==> src/rtl/reg_alu_sequencer.sv <==
// rtl/reg_alu_sequencer.sv - microprogram controller sequencing reg_bank reads, ALU launch and write-back
module reg_alu_sequencer #(
  parameter int PC_W     = 4,
  parameter int PROG_LEN = 16,
  parameter int TIMEOUT  = 64
) (
  input  logic            clock,
  input  logic            reset,
  input  logic            start,
  input  logic            abort,
  output logic [PC_W-1:0] prog_addr,
  input  logic [17:0]     prog_data,
  output logic [3:0]      seloutA,
  output logic [3:0]      seloutB,
  output logic            enrregA,
  output logic            enrregB,
  output logic            cnstA,
  output logic            cnstB,
  output logic            regwen,
  output logic [3:0]      selwreg,
  output logic [1:0]      endwreg,
  output logic [3:0]      opr,
  output logic            alu_start,
  input  logic            alu_done,
  output logic            busy,
  output logic            done,
  output logic            err
);

  localparam logic [2:0] S_IDLE   = 3'd0;
  localparam logic [2:0] S_FETCH  = 3'd1;
  localparam logic [2:0] S_DECODE = 3'd2;
  localparam logic [2:0] S_EXEC   = 3'd3;
  localparam logic [2:0] S_WRITE  = 3'd4;
  localparam logic [2:0] S_HALT   = 3'd5;

  localparam int TW = $clog2(TIMEOUT + 1);
  localparam logic [TW-1:0]   TCNT_LAST = TW'(TIMEOUT - 1);
  localparam logic [PC_W-1:0] PC_LAST   = PC_W'(PROG_LEN - 1);

  logic [2:0]      state;
  logic [PC_W-1:0] pc;
  logic [17:0]     instr;
  logic [TW-1:0]   tcnt;
  logic            err_q;

  always_ff @(posedge clock or posedge reset) begin
    if (reset) begin
      state <= S_IDLE;
      pc    <= '0;
      instr <= '0;
      tcnt  <= '0;
      err_q <= 1'b0;
    end else if (abort) begin
      // abort beats start in IDLE and leaves pc/err untouched everywhere
      state <= S_IDLE;
    end else begin
      case (state)
        S_IDLE: begin
          if (start) begin
            pc    <= '0;
            err_q <= 1'b0;
            state <= S_FETCH;
          end
        end
        S_FETCH: begin
          instr <= prog_data;
          state <= S_DECODE;
        end
        S_DECODE: begin
          tcnt <= '0;
          if (instr[15:12] == 4'hF) state <= S_HALT;
          else                      state <= S_EXEC;
        end
        S_EXEC: begin
          if (alu_done) begin
            state <= S_WRITE;
          end else if (tcnt == TCNT_LAST) begin
            err_q <= 1'b1;
            state <= S_HALT;
          end else begin
            tcnt <= tcnt + 1'b1;
          end
        end
        S_WRITE: begin
          // the last program word halts without wrapping the pc
          if (pc == PC_LAST) begin
            state <= S_HALT;
          end else begin
            pc    <= pc + 1'b1;
            state <= S_FETCH;
          end
        end
        S_HALT:  state <= S_IDLE;
        default: state <= S_IDLE;
      endcase
    end
  end

  always_comb begin
    seloutA   = 4'h0;
    seloutB   = 4'h0;
    enrregA   = 1'b0;
    enrregB   = 1'b0;
    cnstA     = 1'b0;
    cnstB     = 1'b0;
    regwen    = 1'b0;
    selwreg   = 4'h0;
    endwreg   = 2'b00;
    opr       = 4'h0;
    alu_start = 1'b0;
    case (state)
      S_DECODE: begin
        if (instr[15:12] != 4'hF) begin
          seloutA = instr[7:4];
          seloutB = instr[3:0];
          cnstA   = instr[17];
          cnstB   = instr[16];
          enrregA = 1'b1;
          enrregB = 1'b1;
        end
      end
      S_EXEC: begin
        seloutA   = instr[7:4];
        seloutB   = instr[3:0];
        opr       = instr[15:12];
        alu_start = (tcnt == '0);
      end
      S_WRITE: begin
        // abort must kill the write in the same cycle it arrives
        regwen  = ~abort;
        selwreg = instr[11:8];
      end
      default: ;
    endcase
  end

  assign prog_addr = pc;
  assign busy      = (state != S_IDLE);
  assign done      = (state == S_HALT);
  assign err       = err_q;

endmodule

==> config.mk <==
export PLATFORM = sky130hd
export DESIGN_NAME = reg_alu_sequencer
export DESIGN_NICKNAME = d
export VERILOG_FILES = /design/src/rtl/reg_alu_sequencer.sv
export SDC_FILE = /design/constraint.sdc
export NUM_CORES = 1
export LEC_CHECK = 0
export CAP_MARGIN = 20
export CORE_ASPECT_RATIO = 0.7
export CORE_MARGIN = 2
export CORE_UTILIZATION = 42
export DETAILED_ROUTE_END_ITERATION = 12
export PLACE_DENSITY = 0.75
export SYNTH_ARGS = -nofsm -noshare
export SYNTH_HDL_FRONTEND = slang
export SYNTH_SLANG_ARGS = --single-unit
==> constraint.sdc <==
create_clock -name clock -period 1.6 [get_ports clock]
set_input_delay 0.32 -clock clock [delete_from_list [all_inputs] [get_ports clock]]
set_output_delay 0.32 -clock clock [all_outputs]
set_load 0.05 [all_outputs]
==> reports/qor.txt <==
status -> finished, violations left
failing checks -> negative setup slack
Clock Latency Late Sink -> 0.28 ns
Netlist cell types -> 39
Post-DP Area -> 0.00289 mm2
n_diodes -> 0
WL/cell -> 18.9 um
fin worst setup slack -> -0.372 ns
Worst Setup SP -> instr[12]$_DFFE_PP0P_
RSZ-0062 raised after global routing -> yes
multi-input combinational cell area -> 0.00108 mm2
Yosys reg bits -> 33
Yosys top cell area share -> 46.7%
Clock transition at path regs -> 0.07 ns
CTS Buf Count -> 5
Final Hold Viols -> 0
r2r endpoint -> tcnt[3]$_DFFE_PP0P_
Worst Clk Skew -> 0.00697 ns
TNS Setup -> -7.01 ns
first-pass GRT wire length -> 7780 um
maxcap violations -> 0
Setup CP Type -> reg2out
Tcrit/Tclk final -> 123%
Layout area overhead -> 92.0%
initial antenna violation count -> 0
Avg Cell Area, Syn -> 10.5 um2
clock sink count -> 33
fill cell count -> 193
Die Area -> 0.00475 mm2
Routed WL -> 6190 um
Worst R2R Setup Slack -> -0.11 ns
htree depth -> 2
R2R depth -> 7
post-route cell area -> 0.00339 mm2
port bufs -> 51
reg2reg start -> state[1]$_DFFE_PP0P_
# DRC -> 0
Highest Clock Rate -> 0.507 GHz
Worst setup EP type -> output pin
die height -> 58.3 um
crit path DAT -> 1.65 ns
DIE WIDTH -> 81.5 um
hold-fix buffers at CTS -> 0
crit path to -> cnstB
sequential cell area -> 832 um2
IO Count -> 54
hold crit path type -> in2async
ranking of synthesized cells by area -> dfrtp_1 (47%), mux2_2 (11%), and2_1 (5.0%)
GRT overflow -> 0
gate count of the mapped netlist -> 168
CP max FO -> 4
vias -> 1756
Leak Pwr -> 1.47 nW
vias in the first global route -> 1614
fin cells -> 328
RePlAce Congestion -> 0.832
Syn Std Cell Area -> 0.00177 mm2
Final Slew Violations -> 0
sequential share of the synthesized area -> 46.7%
placed cells -> 296
Synth area leader -> dfrtp_1
layout cells sized above 1 -> 59.8%
Iter 0 DRT Violations -> 53
Final setup viols -> 35
Peak VDD IR -> 0.951 mV
Detailed Place HPWL -> 3200 um
slowest CP cell -> dfrtp_1
gr usage total -> 22.1%
startpoint types -> register
WP data required -> 1.28 ns
Rows -> 19
Root Buffer -> clkbuf_8
Crit path largest cell delay -> 0.42 ns
PD cells -> 971 mW/mm2
worst-case clock buffer depth -> 2
final-stage net count -> 301
CTS tree -> done
largest net degree at the start of global routing -> 34
dpl ws -> -0.229 ns
YS warnings -> 0
drt pass-1 iters -> 4
Starting Density -> 44.5%
Core ar. -> 0.00397 mm2
post-layout min period -> 1.97 ns
DR vias/cell -> 5.35
Final ANT Viol Nets -> 0
crit path cell chain -> a41oi_2, buf_4, nor2b_4, and2_4, buf_12
[cells in the final DEF, fill, tap and decap left out, drive strengths merged]
cell	instances
buf	85
dfrtp	33
clkdlybuf4s50	21
mux2	18
and2	14
o21ai	14
nor2	11
nand2	10
inv	8
nand3	7
clkbuf	7
and3	5
nand2b	4
nor3	3
nor3b	3
nand3b	3
ha	3
nand4	2
mux2i	2
or3	2
xor2	2
conb	2
a21oi	2
o31ai	2
nor2b	2
o311ai	1
a41oi	1
o211ai	1
o21a	1
a31oi	1
nor4	1
nor4bb	1
o22a	1
nand4b	1
bufinv	1
dlymetal6s2s	1
[power breakdown]
part           switching (mW)  internal, mW  leakage [nW]
Combinational           0.565         0.695          1.00
Clock                   0.297         0.508        0.0585
Sequential              0.172          1.06         0.412
[Yosys cell counts (all sizes together)]
cell    number
a21oi        2
a31oi        1
a41oi        1
and2        14
and3         5
buf          7
clkbuf       1
conb         1
dfrtp       33
ha           3
inv          8
mux2        18
mux2i        2
nand2       10
nand2b       4
nand3        7
nand3b       3
nand4        2
nand4b       1
nor2        11
nor2b        2
nor3         3
nor3b        3
nor4         1
nor4bb       1
o211ai       1
o21a         1
o21ai       14
o22a         1
o311ai       1
o31ai        2
or3          2
xor2         2
[through the flow]
stage	power, mW	util [%]	hold WS, ns
2_1_floorplan	1.80	-	0.449
3_3_place_gp	2.18	72.9	0.482
3_5_place_dp	2.23	72.9	0.495
4_1_cts	3.13	79.7	0.426
5_1_grt	3.44	85.5	0.458
6_report	3.29	85.5	0.410
[critical path: cells and delay by family (launching register included)]
family	cells	cell delay, ns
and+or+nand+nor	2	0.37
DFF	1	0.42
buffers and inverters	2	0.30
AOI/OAI and AO/OA	1	0.29
[sequential cells by signal, summed over array words and instances (netlist names)]
name       cells
prog_addr      4
instr         18
state          3
err            1
tcnt           7
[cells by family after synthesis]
group | after synthesis | synth area share [%]
flops | 33 | 46.7
fa+ha+maj | 3 | 2.12
buf+inv | 16 | 5.17
compound gates | 24 | 8.07
other cells | 1 | 0.212
mux | 20 | 12.6
simple gates | 69 | 24.1
xor+xnor | 2 | 0.991
[metal layers]
metal | global-route usage (%) | routed length, um | up-vias
met5 | 0 | 0 | -
met4 | 5.33 | 116 | 0
met3 | 5.14 | 363 | 14
met2 | 38.4 | 3070 | 73
met1 | 28.0 | 2640 | 875
li1 | - | - | 794
[how the worst min path moves through the flow]
stage	startpoint	end	slack (ns)	cells after the start
after floorplan	reset	err$_DFFE_PP0P_	0.45	1
after global routing	reset	instr[1]$_DFFE_PP0P_	0.46	3
after CTS	reset	instr[9]$_DFFE_PP0P_	0.43	3
after detailed placement	instr[8]$_DFFE_PP0P_	instr[8]$_DFFE_PP0P_	0.50	1
after global placement	instr[10]$_DFFE_PP0P_	instr[10]$_DFFE_PP0P_	0.48	1
final	reset	instr[9]$_DFFE_PP0P_	0.41	3
[layout make-up]
type                    count  area share [%]
inverters                   8           0.885
clock buffers               7            2.54
clock inverters             1           0.885
multi-input cells         120            31.7
well taps                  52            1.92
flip-flops and latches     33            24.5
repair buffers            107            37.5
[timing repair]
| item | 4_1_cts | 5_1_grt |
|---|---|---|
| setup buffers | 12 | 12 |
| gates resized for setup | 19 | 38 |
| setup endpoints to repair | 31 | 34 |
| hold endpoints to repair | 0 | 0 |
| pin swaps | 17 | 12 |
(Power assumes the default switching activity.)
